**config.mk**
```make
export PLATFORM = sky130hd
export DESIGN_NAME = gaussian3x3_stream_flat
export DESIGN_NICKNAME = d
export VERILOG_FILES = /design/src/rtl/gaussian3x3_stream_if.sv /design/src/rtl/gaussian3x3_stream.sv /design/src/flat_wrapper.sv
export SDC_FILE = /design/constraint.sdc
export NUM_CORES = 1
export LEC_CHECK = 0
export ABC_AREA = 1
export BUFFER_PORTS_ARGS = -buffer_cell sky130_fd_sc_hd__buf_2
export CORE_MARGIN = 3
export CORE_UTILIZATION = 25
export CTS_BUF_LIST = sky130_fd_sc_hd__clkbuf_2 sky130_fd_sc_hd__clkbuf_4 sky130_fd_sc_hd__clkbuf_8
export DETAILED_ROUTE_END_ITERATION = 16
export SLEW_MARGIN = 20
export SYNTH_ARGS = -nofsm -noshare
export SYNTH_HDL_FRONTEND = slang
export SYNTH_SLANG_ARGS = --single-unit
```
**constraint.sdc**
```tcl
create_clock -name clk -period 6.25 [get_ports clk]
set_clock_uncertainty 0.05 [all_clocks]
set_input_delay 0.9375 -clock clk [delete_from_list [all_inputs] [get_ports clk]]
set_output_delay 0.9375 -clock clk [all_outputs]
set_load 0.005 [all_outputs]
```
**src/rtl/gaussian3x3_stream_if.sv**
```systemverilog
// Stream bundle for the 3x3 Gaussian blur stage: the input pixel stream and
// the filtered output stream. The out_TLAST wire exists only when
// GAUSS_TLAST_EN is defined.
interface gaussian3x3_stream_if #(
    parameter int DATA_WIDTH = 12
);
    logic [DATA_WIDTH-1:0] in_TDATA;
    logic                  in_TVALID;
    logic                  in_TREADY;
    logic [DATA_WIDTH-1:0] out_TDATA;
    logic                  out_TVALID;
    logic                  out_TREADY;
`ifdef GAUSS_TLAST_EN
    logic                  out_TLAST;

    // Traffic source/sink side (upstream producer plus downstream consumer)
    modport master (
        output in_TDATA, in_TVALID, out_TREADY,
        input  in_TREADY, out_TDATA, out_TVALID, out_TLAST
    );

    // Filter side
    modport slave (
        input  in_TDATA, in_TVALID, out_TREADY,
        output in_TREADY, out_TDATA, out_TVALID, out_TLAST
    );
`else
    // Traffic source/sink side (upstream producer plus downstream consumer)
    modport master (
        output in_TDATA, in_TVALID, out_TREADY,
        input  in_TREADY, out_TDATA, out_TVALID
    );

    // Filter side
    modport slave (
        input  in_TDATA, in_TVALID, out_TREADY,
        output in_TREADY, out_TDATA, out_TVALID
    );
`endif
endinterface

```
**src/rtl/gaussian3x3_stream.sv**
```systemverilog
// Streaming 3x3 Gaussian blur ([1 2 1; 2 4 2; 1 2 1]/16, round to nearest).
// Raster-order input, one pixel per handshake; emits only the valid region
// ((IMG_WIDTH-2) x (IMG_HEIGHT-2) pixels) one cycle after the pixel that
// completes each window. A single output register backs the stream, so
// in_TREADY is simply "output register free or being drained".
// Optional: define GAUSS_TLAST_EN to add out_TLAST on the last output of a frame.
module gaussian3x3_stream #(
    parameter int DATA_WIDTH = 12,
    parameter int IMG_WIDTH  = 20,
    parameter int IMG_HEIGHT = 20
) (
    input  logic                  clk,
    input  logic                  reset,
    gaussian3x3_stream_if.slave   bus
);
    localparam int CW = (IMG_WIDTH  > 1) ? $clog2(IMG_WIDTH)  : 1;
    localparam int RW = (IMG_HEIGHT > 1) ? $clog2(IMG_HEIGHT) : 1;
    localparam int SW = DATA_WIDTH + 4;

    logic [CW-1:0]         col;
    logic [RW-1:0]         row;
    logic [DATA_WIDTH-1:0] lb0 [IMG_WIDTH];
    logic [DATA_WIDTH-1:0] lb1 [IMG_WIDTH];
    logic [DATA_WIDTH-1:0] w   [3][3];
    logic [DATA_WIDTH-1:0] nc  [3];
    logic [SW-1:0]         sum;
    logic [DATA_WIDTH-1:0] filt;
    logic                  acc;
    logic                  emit;
    logic                  out_valid;
    logic [DATA_WIDTH-1:0] out_data;

    assign bus.in_TREADY  = !out_valid || bus.out_TREADY;
    assign acc            = bus.in_TVALID && bus.in_TREADY;
    assign emit           = acc && (row >= RW'(2)) && (col >= CW'(2));
    assign bus.out_TVALID = out_valid;
    assign bus.out_TDATA  = out_data;

    // Incoming right-hand column, top to bottom, from the pre-update buffers
    assign nc[0] = lb1[col];
    assign nc[1] = lb0[col];
    assign nc[2] = bus.in_TDATA;

    // Kernel applied to the window as it will look after this pixel's shift
    assign sum = SW'(w[0][1])        + (SW'(w[0][2]) << 1) + SW'(nc[0])
               + (SW'(w[1][1]) << 1) + (SW'(w[1][2]) << 2) + (SW'(nc[1]) << 1)
               + SW'(w[2][1])        + (SW'(w[2][2]) << 1) + SW'(nc[2]);
    assign filt = DATA_WIDTH'((sum + SW'(8)) >> 4);

    // Line buffers and window; contents need no reset since row/col gate emission
    always_ff @(posedge clk) begin
        if (acc) begin
            lb1[col] <= lb0[col];
            lb0[col] <= bus.in_TDATA;
            for (int r = 0; r < 3; r++) begin
                w[r][0] <= w[r][1];
                w[r][1] <= w[r][2];
                w[r][2] <= nc[r];
            end
        end
    end

    // Raster position counters and the single output register
    always_ff @(posedge clk) begin
        if (reset) begin
            col       <= '0;
            row       <= '0;
            out_valid <= 1'b0;
            out_data  <= '0;
        end else begin
            if (acc) begin
                if (col == CW'(IMG_WIDTH - 1)) begin
                    col <= '0;
                    row <= (row == RW'(IMG_HEIGHT - 1)) ? '0 : row + 1'b1;
                end else begin
                    col <= col + 1'b1;
                end
            end
            if (emit) begin
                out_valid <= 1'b1;
                out_data  <= filt;
            end else if (bus.out_TREADY) begin
                out_valid <= 1'b0;
            end
        end
    end

`ifdef GAUSS_TLAST_EN
    logic out_last;
    assign bus.out_TLAST = out_last;

    // End-of-frame flag travels with the data word and holds under backpressure
    always_ff @(posedge clk) begin
        if (reset) begin
            out_last <= 1'b0;
        end else if (emit) begin
            out_last <= (row == RW'(IMG_HEIGHT - 1)) && (col == CW'(IMG_WIDTH - 1));
        end
    end
`endif
endmodule

```
**src/flat_wrapper.sv**
```systemverilog
// flat-port wrapper written by rule: the top's interface ports become plain ports
module gaussian3x3_stream_flat 
#(
    parameter int DATA_WIDTH = 12,
    parameter int IMG_WIDTH  = 20,
    parameter int IMG_HEIGHT = 20
)
  (clk, reset, bus_in_TDATA, bus_in_TVALID, bus_out_TREADY, bus_in_TREADY, bus_out_TDATA, bus_out_TVALID);
  gaussian3x3_stream_if #(.DATA_WIDTH(DATA_WIDTH)) bus_i ();
  input  logic clk;
  input  logic reset;
  input wire logic [$bits(bus_i.in_TDATA)-1:0] bus_in_TDATA;
  input wire logic [$bits(bus_i.in_TVALID)-1:0] bus_in_TVALID;
  input wire logic [$bits(bus_i.out_TREADY)-1:0] bus_out_TREADY;
  output wire logic [$bits(bus_i.in_TREADY)-1:0] bus_in_TREADY;
  output wire logic [$bits(bus_i.out_TDATA)-1:0] bus_out_TDATA;
  output wire logic [$bits(bus_i.out_TVALID)-1:0] bus_out_TVALID;
  assign bus_i.in_TDATA = bus_in_TDATA;
  assign bus_i.in_TVALID = bus_in_TVALID;
  assign bus_i.out_TREADY = bus_out_TREADY;
  assign bus_in_TREADY = bus_i.in_TREADY;
  assign bus_out_TDATA = bus_i.out_TDATA;
  assign bus_out_TVALID = bus_i.out_TVALID;
  gaussian3x3_stream #(.DATA_WIDTH(DATA_WIDTH), .IMG_WIDTH(IMG_WIDTH), .IMG_HEIGHT(IMG_HEIGHT)) u_core (.clk(clk), .reset(reset), .bus(bus_i));
endmodule
```
==> impl_metrics.ini <==
[placed_design]
dp_hpwl_mm = 37.3
pre_cts_ws_ns = 0.610
io_buffer_count = 29
place_inst = 3535
gp_congestion = 0.781

[final_layout]
seq_area_um2 = 17100
num-fill-cells = 10400
areaGrowthSynthToFinish_pct = 14.4
fin_cells = 3699
multi_input_area_um2 = 7470
final_cell_mix = nand2_1, edfxtp_1, nand3_1
drive_above_1_share_pct = 12.0
fin_nets = 2396
layout_commonest_cell = nand2_1

[synthesis]
synth_edf_count = 552
async_flop_share_pct = 0
ys.flop_type = edfxtp_1
synth_cell_types = 36
synth_seq_cells = 580
syn-num-nets = 2310
ys_seq_area_share_pct = 66.5
yosysWarnings = 0
netlist_area_um2 = 25800
syn_area_per_cell_um2 = 11.8
syn_inst = 2178

[sta]
final_hold_viol_count = 0
max_freq_mhz = 177
post-route-period-util_pct = 90.6
hold_ws_ns = 0.407
fin_crit_ns = 5.66
setup_ws_ns = 0.589
setup_tns_ns = 0
setup-violations-final = 0
rsz0062_at_grt = false
slew_violations = 0
max-slew-margin-rel_pct = 30.0
worst_slew_pin_slew_ns = 1.05

[grt]
grt_first_pass_wirelength_mm = 101
overflow = 0
grtUsageTotal_pct = 12.5
antenna_found_initial = 4
grt_pass1_vias = 16200
grt_max_degree = 111

[route]
drtIter0Drc = 1465
vias_per_cell = 4.41
drc_errors = 0
wirelength_mm = 66.7
dr.pass1.iters = 8
wire_per_inst_um = 18.0
via_count = 16300
ant_nets = 0

[cts]
clock-root-buffer = clkbuf_8
post_cts_buffers = 0
cts_buffer_depth = 3
cts_resized = 0
cts_buffers = 95
cts_htree_levels = 3
cts.clk_slew.worst_paths_ns = 0.06
clkSinkCount = 580
clock_latency_ns = 0.66
hold_buffers = 0
cts_tree = yes

[worst_setup_path]
startpoint_type = flip-flop
arrival_ns = 6.16
crit_slowest_cell = fa_1
cpMostUsedCell = nand2_1
crit_required_ns = 6.75
critPathKind = reg2reg
crit_chain = inv_6 > buf_12 > buf_12 > nand2_1 > nand3_1 > nand3_1 > nand2_1 > nand2_1 > a31oi_1 > fa_1 > inv_1 > fa_1 > fa_1 > inv_1 > fa_1 > ha_1 > nand2_1 > inv_1 > a21oi_1 > nand2_1 > xor2_1 > o21ai_0 > inv_1
critPathMaxStageDelay_ns = 0.49
crit_fanout = 58
endpoint_kind = flip-flop

[floorplanning]
num_rows = 117
die_y_um = 327
die_x_um = 327
initial_utilization_pct = 25.3
ioPinCount = 30
die_area_um2 = 107000
core_area_um2 = 102000

[power]
comb_power_share_pct = 37.2
pwr-share-seq_pct = 36.9
p_leak_nw = 11.0
peakVddDrop_uv = 465
internal_power_w = 0.00770
share_clk_of_total_power_pct = 25.9
power_density_nw_per_um2 = 408
power.switching_w = 0.00434
netSwitchingFraction_pct = 36.0

[run_status]
status = complete, no violations

[run]
cap_violations = 0

[worst_hold_path]
min_from = u_core.w[2][4]
min_path_type = reg2reg
-- kinds of logic (layout without fill, tap and decap cells) --
logic type                 after synthesis  count (layout)  synth area share (%)
AOI/OAI and AO/OA                      147             147                  3.36
xor gates and xnor gates                11              11                 0.374
adders and majority gates              116             116                  7.73
buffers and inverters                  278             430                  5.08
DFF                                    580             580                  66.5
other                                    0               1                     0
and+or+nand+nor                       1046            1046                  17.0
-- power by group through the flow --
stage / Combinational (W) / Clock, W / Sequential [W]
after floorplan: 0.00345 / 0 / 0.00450
after global placement: 0.00447 / 0 / 0.00452
after detailed placement: 0.00450 / 0 / 0.00452
after CTS: 0.00453 / 0.00319 / 0.00444
after global routing: 0.00527 / 0.00337 / 0.00444
final: 0.00448 / 0.00311 / 0.00444
-- through the flow --
stage | power (W) | util, % | area [um2]
4_1_cts | 0.0122 | 28.9 | 29500
5_1_grt | 0.0131 | 28.9 | 29500
3_5_place_dp | 0.00902 | 27.2 | 27700
6_report | 0.0120 | 28.9 | 29500
3_3_place_gp | 0.00899 | 27.1 | 27700
2_1_floorplan | 0.00795 | - | 25800
-- registers in the layout, summed over array words and instances, names as in the netlist, named ones only --
signal                 cells
u_core.bus.out_TDATA      12
u_core.lb1               240
u_core.col                 5
u_core.row                 5
u_core.w                  72
u_core.bus.out_TVALID      1
u_core.lb0               240
-- Yosys cell counts (19+ instances only) --
library cell,n,area share (%)
fa_1,72,5.6
o21ai_0,50,0.97
nand3_1,322,6.3
ha_1,44,2.1
edfxtp_1,552,64
buf_2,40,0.78
clkbuf_1,22,0.32
a31oi_1,19,0.46
inv_1,165,2.4
nor2_1,103,1.5
dfxtp_1,28,2.2
buf_4,20,0.58
a21oi_1,25,0.49
nand2_1,604,8.8
-- area by class of cell --
| cell class | count | share of cell area (%) |
|---|---|---|
| timing repair buffer | 91 | 2.44 |
| clock inverter | 35 | 0.641 |
| clock buffer | 128 | 5.34 |
| antenna | 1 | 0.00849 |
| tap | 1368 | 5.81 |
| inverter | 176 | 2.27 |
| sequential | 580 | 58.1 |
| multi-input combinational | 1320 | 25.4 |
-- worst max-delay path: cells and delay by family, from the launching register on --
| kind | cells | cell delay [ns] |
|---|---|---|
| adder cells (fa/ha/maj) | 5 | 2.22 |
| buffers and inverters | 7 | 1.22 |
| AO/OA/AOI/OAI | 3 | 0.66 |
| AND/OR/NAND/NOR | 7 | 0.63 |
| flip-flops | 1 | 0.48 |
| XOR/XNOR | 1 | 0.14 |
-- path summary, 6_finish.rpt --
check	endpoint	slack [ns]	depth (start not counted)
worst max-delay path	u_core.bus.out_TDATA[7]	0.59	23
worst min-delay path	u_core.w[2][16]	0.41	0
worst max register to register	u_core.bus.out_TDATA[7]	0.59	23
worst min register to register	u_core.w[2][16]	0.41	0
-- metal layers --
layer	part of all wire, %	vias to the layer above	wire length, um	global-route usage (%)
li1	-	7659	-	-
met4	3.1	0	2040	4.60
met2	48	523	32200	20.9
met1	42	8015	28100	16.2
met3	6.5	113	4310	1.98
met5	0	-	0	0
No activity file was read; power rests on OpenSTA's default activity.
